<file path="config.mk">
export PLATFORM = sky130hd
export DESIGN_NAME = video_in_capture
export DESIGN_NICKNAME = d
export VERILOG_FILES = /design/src/rtl/video_pkg.sv /design/src/rtl/pixel_packer.sv /design/src/rtl/video_in_capture.sv
export SDC_FILE = /design/constraint.sdc
export NUM_CORES = 1
export LEC_CHECK = 0
export CAP_MARGIN = 10
export CORE_ASPECT_RATIO = 0.75
export CORE_MARGIN = 2
export CORE_UTILIZATION = 55
export CTS_CLUSTER_SIZE = 8
export DETAILED_ROUTE_END_ITERATION = 6
export PLACE_DENSITY_LB_ADDON = 0.1
export SLEW_MARGIN = 20
export SYNTH_ARGS = -nofsm -noshare
export SYNTH_HDL_FRONTEND = slang
export SYNTH_HIERARCHICAL = 1
export SYNTH_SLANG_ARGS = --single-unit
</file>
<file path="constraint.sdc">
create_clock -name clk -period 3.9 [get_ports clk]
set_clock_uncertainty 0.2 [all_clocks]
set_input_delay 0.78 -clock clk [delete_from_list [all_inputs] [get_ports clk]]
set_output_delay 0.78 -clock clk [all_outputs]
set_load 0.05 [all_outputs]
</file>
<file path="src/rtl/video_pkg.sv">
`default_nettype none
// ============================================================================
// video_pkg
// Types and default geometry shared by the video capture and output blocks.
// Rev 1.0
// ============================================================================
package video_pkg;

    localparam int c_VID_WIDTH    = 640;
    localparam int c_VID_HEIGHT   = 480;
    localparam int c_PIX_PER_WORD = 4;
    localparam int c_WORD_W       = 8 * c_PIX_PER_WORD;

    typedef logic [c_WORD_W-1:0] word_t;

    typedef enum logic [1:0] {
        SYNC   = 2'd0,
        IDLE   = 2'd1,
        ACTIVE = 2'd2,
        DROP   = 2'd3
    } cap_state_t;

endpackage
`default_nettype wire

</file>
<file path="src/rtl/pixel_packer.sv">
`default_nettype none
// ============================================================================
// pixel_packer
// Packs 8-bit pixels into FIFO words and issues the write strobe.
// Rev 1.0
// ============================================================================
module pixel_packer #(
    parameter int PIX_PER_WORD = 4
) (
    input  logic                      clk,
    input  logic                      rst,
    input  logic                      i_clear,
    input  logic                      i_push,
    input  logic [7:0]                i_pix,
    input  logic                      i_line_end,
    input  logic                      i_fifo_full,
    output logic [8*PIX_PER_WORD-1:0] o_w_data,
    output logic                      o_w_en,
    output logic                      o_overflow
);

    localparam int c_LANE_W = (PIX_PER_WORD > 1) ? $clog2(PIX_PER_WORD) : 1;

    logic [c_LANE_W-1:0]       r_lane;
    logic [8*PIX_PER_WORD-1:0] r_lanes;
    logic [8*PIX_PER_WORD-1:0] w_fill;
    logic                      w_last;
    logic                      w_emit;

    // Current word with the incoming pixel merged into its lane; untouched lanes stay zero.
    for (genvar l = 0; l < PIX_PER_WORD; l++) begin : g_lane
        assign w_fill[8*l +: 8] = (i_push && (r_lane == c_LANE_W'(l))) ? i_pix : r_lanes[8*l +: 8];
    end

    assign w_last     = i_push && (r_lane == c_LANE_W'(PIX_PER_WORD - 1));
    assign w_emit     = w_last || (i_line_end && (r_lane != '0));
    assign o_overflow = w_emit && i_fifo_full;

    always_ff @(posedge clk or posedge rst) begin
        if (rst) begin
            r_lane   <= '0;
            r_lanes  <= '0;
            o_w_data <= '0;
            o_w_en   <= 1'b0;
        end else begin
            o_w_en <= w_emit && !i_fifo_full;
            if (w_emit && !i_fifo_full) begin
                o_w_data <= w_fill;
            end
            if (i_clear || i_line_end || w_last) begin
                r_lane  <= '0;
                r_lanes <= '0;
            end else if (i_push) begin
                r_lane  <= r_lane + 1'b1;
                r_lanes <= w_fill;
            end
        end
    end

endmodule
`default_nettype wire

</file>
<file path="src/rtl/video_in_capture.sv">
`default_nettype none
// ============================================================================
// video_in_capture
// Samples the video stream, checks frame geometry and writes packed pixels to the FIFO.
// Rev 1.0
// ============================================================================
module video_in_capture
    import video_pkg::*;
#(
    parameter int p_WIDTH        = c_VID_WIDTH,
    parameter int p_HEIGHT       = c_VID_HEIGHT,
    parameter int p_PIX_PER_WORD = c_PIX_PER_WORD
) (
    input  logic                        clk,
    input  logic                        RST,
    input  logic [7:0]                  pixel_in,
    input  logic                        frame_valid,
    input  logic                        line_valid,
    input  logic                        fifo_full,
    input  logic                        clr_err,
    output logic [8*p_PIX_PER_WORD-1:0] w_data,
    output logic                        w_en,
    output logic                        frame_start,
    output logic                        frame_done,
    output logic [9:0]                  line_cnt,
    output logic                        err_overflow,
    output logic                        err_geom
);

    localparam logic [10:0] c_COL_MAX  = 11'h7FF;
    localparam logic [9:0]  c_LINE_MAX = 10'h3FF;

    logic [7:0]  r_pix;
    logic        r_fv, r_fv_d, r_lv, r_lv_d;
    logic [10:0] r_col;
    logic        r_fend_pend;
    cap_state_t  r_state, w_state_next;

    logic w_fv_rise, w_fv_fall, w_lv_fall;
    logic w_start, w_push, w_line_end, w_fend, w_stray;
    logic w_ovf, w_geom, w_pk_clear;

    // frame_valid resets high so a frame already in progress at reset release is never seen as a rising edge.
    always_ff @(posedge clk or posedge RST) begin
        if (RST) begin
            r_pix  <= '0;
            r_fv   <= 1'b1;
            r_fv_d <= 1'b1;
            r_lv   <= 1'b0;
            r_lv_d <= 1'b0;
        end else begin
            r_pix  <= pixel_in;
            r_fv   <= frame_valid;
            r_fv_d <= r_fv;
            r_lv   <= line_valid;
            r_lv_d <= r_lv;
        end
    end

    assign w_fv_rise = r_fv && !r_fv_d;
    assign w_fv_fall = !r_fv && r_fv_d;
    assign w_lv_fall = !r_lv && r_lv_d;

    always_ff @(posedge clk or posedge RST) begin
        if (RST) begin
            r_state <= SYNC;
        end else begin
            r_state <= w_state_next;
        end
    end

    always_comb begin
        w_state_next = r_state;
        case (r_state)
            SYNC:    if (!r_fv) w_state_next = IDLE;
            IDLE:    if (w_fv_rise) w_state_next = ACTIVE;
            ACTIVE: begin
                // A lost word poisons the frame; if the frame is already closing there is nothing left to drop.
                if (w_ovf) begin
                    w_state_next = w_fv_fall ? IDLE : DROP;
                end else if (w_fv_fall) begin
                    w_state_next = IDLE;
                end
            end
            DROP:    if (w_fv_fall) w_state_next = IDLE;
            default: w_state_next = SYNC;
        endcase
    end

    always_comb begin
        w_start    = 1'b0;
        w_push     = 1'b0;
        w_line_end = 1'b0;
        w_fend     = 1'b0;
        w_stray    = 1'b0;
        case (r_state)
            IDLE: begin
                w_start = w_fv_rise;
                w_push  = w_fv_rise && r_lv;
                w_stray = r_lv && !r_fv;
            end
            ACTIVE: begin
                w_push     = r_lv && r_fv;
                w_line_end = w_lv_fall;
                w_fend     = w_fv_fall && !w_ovf;
                w_stray    = r_lv && !r_fv;
            end
            default: ;
        endcase
    end

    assign w_pk_clear = (r_state != ACTIVE) && !w_push;

    pixel_packer #(
        .PIX_PER_WORD (p_PIX_PER_WORD)
    ) u_packer (
        .clk         (clk),
        .rst         (RST),
        .i_clear     (w_pk_clear),
        .i_push      (w_push),
        .i_pix       (r_pix),
        .i_line_end  (w_line_end),
        .i_fifo_full (fifo_full),
        .o_w_data    (w_data),
        .o_w_en      (w_en),
        .o_overflow  (w_ovf)
    );

    // Frame check runs one cycle after the frame edge so a coincident line end has already bumped line_cnt.
    assign w_geom = w_stray
                 || (w_line_end && (r_col != 11'(p_WIDTH)))
                 || (r_fend_pend && (line_cnt != 10'(p_HEIGHT)));

    always_ff @(posedge clk or posedge RST) begin
        if (RST) begin
            r_col        <= '0;
            line_cnt     <= '0;
            r_fend_pend  <= 1'b0;
            frame_start  <= 1'b0;
            frame_done   <= 1'b0;
            err_overflow <= 1'b0;
            err_geom     <= 1'b0;
        end else begin
            frame_start <= w_start;
            r_fend_pend <= w_fend;
            frame_done  <= r_fend_pend;

            if (w_start) begin
                r_col <= {10'd0, w_push};
            end else if (w_line_end) begin
                r_col <= '0;
            end else if (w_push && (r_col != c_COL_MAX)) begin
                r_col <= r_col + 11'd1;
            end

            if (w_start) begin
                line_cnt <= '0;
            end else if (w_line_end && (line_cnt != c_LINE_MAX)) begin
                line_cnt <= line_cnt + 10'd1;
            end

            err_overflow <= (err_overflow && !clr_err) || w_ovf;
            err_geom     <= (err_geom && !clr_err) || w_geom;
        end
    end

endmodule
`default_nettype wire

</file>
==> impl_summary.log, run 1 <==
[metrics] PostCTS Resize Cnt: 0
[metrics] power per cell area: 460 nW/µm²
[metrics] leading cell types in the layout, fill and taps excluded: dfrtp_1 (105), mux2_2 (61), clkdlybuf4s50_1 (60)
[metrics] FF-to-FF End: u_packer/r_lanes[20]
[metrics] start point of the worst min-delay path: r_fend_pend
[metrics] effective utilization at floorplan: 0.574
[metrics] core area: ~8600 µm²
[metrics] length in cells of the worst reg-to-reg path: 9
[metrics] clock sink count: 107
[metrics] final design utilization: 0.686
[metrics] category of the worst setup path capture point: flop
[metrics] post-route DRC violation count: 5
[metrics] hold violation count in the final report: 0
[metrics] vias in the first global route: 3311
[metrics] most frequently used flop master after synthesis: dfrtp_1
[metrics] antenna violations before repair: 0
[metrics] maximum clock path buffer count: 2
[metrics] required time of the critical path: 3.98 ns
[metrics] path type of the worst setup path: flop to flop
[metrics] status: complete, but fails checks
[metrics] Switching Fraction: 0.309
[metrics] final wirelength: 10400 µm
[metrics] number of max-capacitance violations reported: 0
[metrics] buffer cell driving the clock tree root: clkbuf_16
[metrics] synthesized flop and latch total: approximately 110
[metrics] violated checks: DRC
[metrics] Reg-to-Reg Start: r_state[0]
[metrics] total routing usage reported by global routing: 0.226
[metrics] highest net fanout along the worst path: 9
[metrics] distinct cell type count after synthesis: 60
[metrics] antenna cell count: 0
[metrics] Sum Neg Setup Slack: 0 ns
[metrics] reg2reg setup slack: between 0.7 and 0.8 ns
[metrics] total cell area at the placement stage: between 5000 and 6000 µm²
[metrics] H-tree depth: 3
[metrics] Post-synth EDFFs: 0
[metrics] Rows: 29
[metrics] number of buffers added for setup after CTS: 0
[metrics] Worst setup SP type: flop
[metrics] most common cell after layout, fill and taps aside: dfrtp_1
[metrics] Max-Slew Margin vs Limit: 0.440
[metrics] sequential power share: 0.462
[metrics] wire length of the first global-routing pass: 17000 µm
[metrics] number of optimization iterations in the first detailed-route pass: 7
[metrics] proportion of power drawn by the clock network: 0.325
[metrics] Total Die Area: 9720 µm²
[metrics] Internal Dissipation: 1.87 mW
[metrics] Synth Net Count: roughly 420
[metrics] hold buffer count at cts: 0
[metrics] DRT antenna net count: 0
[metrics] # fillers: 661
[metrics] sequential share of the synthesized area: 0.545
[metrics] number of instances in the synthesized netlist: 392
[metrics] largest net degree at the start of global routing: 68
[metrics] layout net count: 478
[metrics] peak clock frequency supported by timing: 319 MHz
[metrics] leftover overflow at the end of global routing: 0
[metrics] Hold/Removal Path Class: flop to flop
[metrics] syn avg cell area: 12.5 µm²
[metrics] number of cells on the worst hold path: 0
[metrics] post-synth design cell area: 4920 µm²
[metrics] actual slew at the worst max-slew pin: 0.840 ns
[metrics] post-detailed-placement half-perimeter wirelength: 6940 µm
[metrics] ys async rst share: 1.00
[metrics] latest clock arrival within the worst-skew pair: 0.34 ns
[metrics] final estimated routing congestion in global placement: 0.912
[metrics] I/O pins: 61
[metrics] capture endpoint of the worst hold path: frame_done
[metrics] Die Y-Extent: 85.9 µm
[metrics] Data arrival, critical path: between 3 and 4 ns
[metrics] Yosys Warn Count: 6
[metrics] sw power: 0.834 mW
[metrics] Num CTS Buffers: 9
[metrics] Combinational Power Share: 0.213
[metrics] detailed router's first-iteration violation count: 223
[metrics] Min Clock Period, post-route: 3.13 ns
[metrics] synthesis-to-finish area growth: 19.4%
[metrics] via density per instance: 5.97
[metrics] clock input transition at the sequential cells of the worst setup and hold paths: 0.07 ns
[metrics] final number of setup-violating endpoints: 0
[metrics] overall via count from detail_route: roughly 3400
[metrics] final-report max-slew violation count: 0
[metrics] Final Instance Area: 5870 µm²
[metrics] count of input and output buffers: 60
[metrics] layout cell share with drive strength beyond 1: 0.233
[metrics] total power of the final layout: 2.70 mW
[metrics] Routed wire per std cell: 18.4 µm
[metrics] standby leakage power: ~2.7 nW
[metrics] Die Span X: 113 µm
[metrics] Tcrit/Tclk final: 0.803
[metrics] unrepaired setup endpoints after global routing: false
[metrics] clock tree from TritonCTS: built
[metrics] worst hold slack: 0.184 ns
[metrics] maximum resistive drop on vdd: 279 µV
==> worst max-delay path: stages, from the launching register on <==
cell,delay (ns)
dfrtp_1,0.44
inv_1,0.11
ha_1,0.32
nand3_2,0.11
or2_2,0.35
inv_1,0.22
nor2_1,0.13
nor4b_1,0.55
and2_1,0.43
a22o_1,0.22
==> layout make-up <==
cell class,count,area (µm²),share of cell area
multi-input combinational,250,2060,0.352
inverter,18,67.6,0.0115
sequential,107,2680,0.457
clock buffer,11,233,0.0396
timing repair buffer,65,638,0.109
tap,108,135,0.0230
clock inverter,4,52.6,0.00895
==> how the worst max path moves through the flow <==
| stage | start | end | slack (ns) | cells past startpoint |
|---|---|---|---|---|
| global placement | r_state[0] | u_packer/r_lanes[22] | 0.98 | 9 |
| floorplan | r_state[0] | u_packer/o_w_data[0] | 1.16 | 11 |
| global route | r_state[0] | u_packer/r_lanes[20] | 0.59 | 9 |
| detailed placement | r_state[0] | u_packer/r_lanes[20] | 0.90 | 9 |
| CTS | r_state[0] | u_packer/r_lanes[20] | 0.86 | 9 |
| finish | r_state[0] | u_packer/r_lanes[20] | 0.77 | 9 |
==> power by group through the flow <==
stage                     Clock [mW]  Sequential, mW  Combinational (mW)
after floorplan                    0            1.32               0.354
after global placement             0            1.26               0.556
after detailed placement           0            1.26               0.574
after CTS                      0.895            1.25               0.573
after global routing           0.947            1.26               0.638
final                          0.878            1.25               0.576
==> cell families (layout without fill, tap and decap cells) <==
logic type / count (synthesis) / in the layout / synth area share
and+or+nand+nor: 94 / 94 / 0.118
adders and majority gates: 13 / 13 / 0.0331
DFF: 107 / 107 / 0.545
AOI/OAI and AO/OA: 76 / 76 / 0.115
buffers and inverters: 35 / 98 / 0.0354
muxes: 65 / 65 / 0.150
xor gates and xnor gates: 2 / 2 / 0.00356
==> routing by layer <==
| layer | vias up | wire length, µm | track usage |
|---|---|---|---|
| met2 | 91 | 4480 | 0.315 |
| met5 | - | 0 | 0 |
| li1 | 1576 | - | - |
| met4 | 0 | 95 | 0.0599 |
| met3 | 9 | 464 | 0.0530 |
| met1 | 1683 | 5320 | 0.354 |
==> Yosys cell counts (5+ instances only) <==
cell / n / area, µm²
a21oi_1: 13 / 65.1
dfrtp_1: 105 / 2630
o31ai_1: 7 / 52.6
o21ai_0: 8 / 40.0
or4_1: 5 / 37.5
nand2_1: 10 / 37.5
a22o_1: 24 / 210
ha_1: 13 / 163
nand3_1: 7 / 35.0
nor2_1: 11 / 41.3
nor3_1: 9 / 45.0
mux2_2: 61 / 687
and2_1: 7 / 43.8
inv_1: 17 / 63.8
clkbuf_1: 6 / 22.5
and3_2: 8 / 60.1
==> metrics by stage <==
step / setup WS (ns) / std cells
finish: 0.768 / 563
global route: 0.585 / 563
CTS: 0.857 / 563
detailed placement: 0.896 / 548
global placement: 0.985 / 548
floorplan: 1.16 / 392
==> sequential cells by signal, indices dropped and copies added, names as in the netlist <==
register and cells:
err_overflow 1, r_pix 8, u_packer/o_w_en 1, r_fv 1, r_fend_pend 1, err_geom 1
r_fv_d 1, u_packer/r_lane 2, r_lv 1, frame_start 1, u_packer/r_lanes 32, u_packer/o_w_data 32
r_col 11, frame_done 1, r_lv_d 1, line_cnt 10, r_state 2
Power figures use the tool's default switching activity.
==> run 2: changes to the inputs <==
--- a/config.mk
+++ b/config.mk
@@ -8,7 +8,7 @@
 export CAP_MARGIN = 10
 export CORE_ASPECT_RATIO = 0.75
 export CORE_MARGIN = 2
-export CORE_UTILIZATION = 55
+export CORE_UTILIZATION = 50
 export CTS_CLUSTER_SIZE = 8
 export DETAILED_ROUTE_END_ITERATION = 6
 export PLACE_DENSITY_LB_ADDON = 0.1
==> constraint.sdc (replaced) <==
create_clock -name clk -period 2.61 [get_ports clk]
set_clock_uncertainty 0.2 [all_clocks]
set_input_delay 0.522 -clock clk [delete_from_list [all_inputs] [get_ports clk]]
set_output_delay 0.522 -clock clk [all_outputs]
set_load 0.05 [all_outputs]
==> run 2 against run 1 <==
  * The run now ends clean
  * Count of clock-buffer cells in the layout shrank 1
  * Combinational power up 79%
  * Cell count increased by 7.5%
  * Core utilization fell by 4.5 points
  * Critical path depth unchanged
  * Non-clock buffer count up 17
  * Setup slack got worse by 0.68 ns
  * Sequential cell count is the same
==> impl_summary.log, run 2 (synthesis results as in run 1) <==
[metrics] sequential power share: 0.433 (-0.029)
[metrics] Total Die Area: 10700 µm² (+9.6%)
[metrics] Worst setup SP type: flop
[metrics] Num CTS Buffers: 9 (unchanged)
[metrics] category of the worst setup path capture point: flop
[metrics] clock tree from TritonCTS: built
[metrics] final-report max-slew violation count: 0 (unchanged)
[metrics] antenna violations before repair: 0 (unchanged)
[metrics] most common cell after layout, fill and taps aside: dfrtp_1
[metrics] highest net fanout along the worst path: 18 (+9)
[metrics] Die Y-Extent: 89.9 µm (+4.7%)
[metrics] buffer cell driving the clock tree root: clkbuf_16
[metrics] worst hold slack: 0.179 ns (-0.00508 ns)
[metrics] Tcrit/Tclk final: 0.966 (+0.163)
[metrics] status: finished clean
[metrics] total cell area at the placement stage: 5770 µm² (+3.3%)
[metrics] detailed router's first-iteration violation count: 188 (-16%)
[metrics] effective utilization at floorplan: 0.511 (-0.0631)
[metrics] final wirelength: 11000 µm (+6.0%)
[metrics] final estimated routing congestion in global placement: 0.855 (-6.2%)
[metrics] power per cell area: 694 nW/µm² (+51%)
[metrics] DRT antenna net count: 0 (unchanged)
[metrics] largest net degree at the start of global routing: 41 (-40%)
[metrics] clock sink count: 107 (unchanged)
[metrics] non-filler cells, final: 605 (+7.5%)
[metrics] required time of the critical path: 2.64 ns (-1.34 ns)
[metrics] synthesis-to-finish area growth: 25.3%
[metrics] final design utilization: 0.640 (-0.0451)
[metrics] Internal Dissipation: 2.94 mW (+57%)
[metrics] vias in the first global route: 3395 (+2.5%)
[metrics] wire length of the first global-routing pass: 17700 µm (+3.8%)
[metrics] standby leakage power: 2.84 nW (+3.7%)
[metrics] Data arrival, critical path: 2.56 ns (-0.65 ns)
[metrics] Sum Neg Setup Slack: 0 ns (unchanged)
[metrics] reg2reg setup slack: 0.09 ns (-0.68 ns)
[metrics] layout net count: 495 (+3.6%)
[metrics] proportion of power drawn by the clock network: 0.327 (+0.002)
[metrics] hold violation count in the final report: 0 (unchanged)
[metrics] peak clock frequency supported by timing: 397 MHz (+24%)
[metrics] Combinational Power Share: 0.240 (+0.027)
[metrics] Hold/Removal Path Class: flop to flop
[metrics] antenna cell count: 0 (unchanged)
[metrics] total routing usage reported by global routing: 0.210 (-0.0158)
[metrics] number of max-capacitance violations reported: 0 (unchanged)
[metrics] H-tree depth: 3 (unchanged)
[metrics] maximum clock path buffer count: 2 (unchanged)
[metrics] count of input and output buffers: 60 (unchanged)
[metrics] post-route DRC violation count: 0 (-5)
[metrics] Die Span X: 119 µm (+4.7%)
[metrics] Rows: 31 (+6.9%)
[metrics] layout cell share with drive strength beyond 1: 0.292 (+0.0588)
[metrics] number of cells on the worst hold path: 0 (unchanged)
[metrics] via density per instance: 5.73 (-4.0%)
[metrics] core area: 9620 µm² (+12%)
[metrics] # fillers: 776 (+17%)
[metrics] number of placed cells counting well taps: 586 (+6.9%)
[metrics] Final Instance Area: 6160 µm² (+4.9%)
[metrics] I/O pins: 61 (unchanged)
[metrics] sw power: 1.34 mW (+61%)
[metrics] path type of the worst setup path: flop to flop
[metrics] leading cell types in the layout, fill and taps excluded: dfrtp_1 (105), mux2_2 (61), clkdlybuf4s50_1 (60)
[metrics] clock input transition at the sequential cells of the worst setup and hold paths: 0.07 ns (about the same)
[metrics] Max-Slew Margin vs Limit: 0.639 (+0.199)
[metrics] post-detailed-placement half-perimeter wirelength: 7400 µm (+6.6%)
[metrics] worst setup slack before clock tree synthesis: 0.0103 ns (-0.886 ns)
[metrics] maximum resistive drop on vdd: 281 µV (+0.67%)
[metrics] leftover overflow at the end of global routing: 0 (unchanged)
[metrics] area used by multi-input combinational logic: 2100 µm² (+1.9%)
[metrics] sequential cell area: 2680 µm² (unchanged)
[metrics] total power of the final layout: 4.28 mW (+58%)
[metrics] overall via count from detail_route: 3465 (+3.2%)
[metrics] post-route setup slack: 0.0893 ns (-0.678 ns)
[metrics] hold buffer count at cts: 0 (unchanged)
[metrics] Min Clock Period, post-route: 2.52 ns (-0.612 ns)
[metrics] number of optimization iterations in the first detailed-route pass: 4 (-3)
[metrics] Largest regs: u_packer/o_w_data x32, u_packer/r_lanes x32, r_col x11
[metrics] latest clock arrival within the worst-skew pair: 0.35 ns (about the same)
[metrics] Routed wire per std cell: 18.2 µm (-1.4%)
[metrics] final number of setup-violating endpoints: 0 (unchanged)
[metrics] actual slew at the worst max-slew pin: 0.537 ns (-0.303 ns)
[metrics] length in cells of the worst reg-to-reg path: 9 (unchanged)
[metrics] Switching Fraction: 0.313 (+0.00447)
==> run 2: cell types whose count changed in the layout (fill, tap and decap cells not counted), moves of 2 or more <==
cell	delta
buf_12	+2
and2_2	+6
ha_1	-2
clkbuf_16	+2
inv_1	-3
buf_4	+12
inv_6	+3
and2_1	-6
clkbuf_1	-2
inv_4	+2
==> run 2: final cells by class <==
type                            count  share of cell area
Multi-Input combinational cell    250               0.342
Tap cell                          132              0.0268
Inverter                           18              0.0118
Sequential cell                   107               0.435
Clock inverter                      6              0.0114
Clock buffer                       10              0.0388
Timing Repair Buffer               82               0.135
==> run 2: repair_timing <==
| item | CTS | global route |
|---|---|---|
| setup endpoints to repair | 4 | 36 |
| cloned | 0 | 3 |
| pin swaps | 0 | 1 |
| buffers inserted | 0 | 0 |
| resized for setup | 1 | 8 |
==> run 2: path summary, 6_finish.rpt <==
kind,startpoint,to
max in group asynchronous,RST,u_packer/o_w_data[8]
hold / removal,r_fend_pend,frame_done
setup reg to reg,r_state[1],u_packer/o_w_data[21]
setup / recovery,r_state[1],u_packer/o_w_data[21]
min in group asynchronous,RST,u_packer/o_w_data[26]
hold reg to reg,r_fend_pend,frame_done
==> run 2: critical path, stage by stage, from the launching register on <==
cell and delay, ns:
dfrtp_1 0.40, inv_2 0.08, ha_4 0.27, nand3_2 0.09, or2_4 0.26, inv_4 0.10
nand2_8 0.11, a21oi_4 0.32, clkbuf_16 0.23, mux2_2 0.34
==> run 2: layer usage <==
layer | global-route usage | wire (µm) | vias to the layer above
met2 | 0.290 | 4670 | 97
met1 | 0.327 | 5620 | 1753
li1 | - | - | 1607
met4 | 0.0565 | 104 | 0
met5 | 0 | 0 | -
met3 | 0.0527 | 578 | 8
==> run 2: power groups by stage <==
stage / clock [mW] / sequential, mW / combinational (mW)
after floorplan: 0 / 1.98 / 0.564
after global placement: 0 / 1.88 / 0.973
after detailed placement: 0 / 1.88 / 1.00
after CTS: 1.44 / 1.85 / 1.01
after global routing: 1.51 / 1.87 / 1.13
final: 1.40 / 1.85 / 1.03
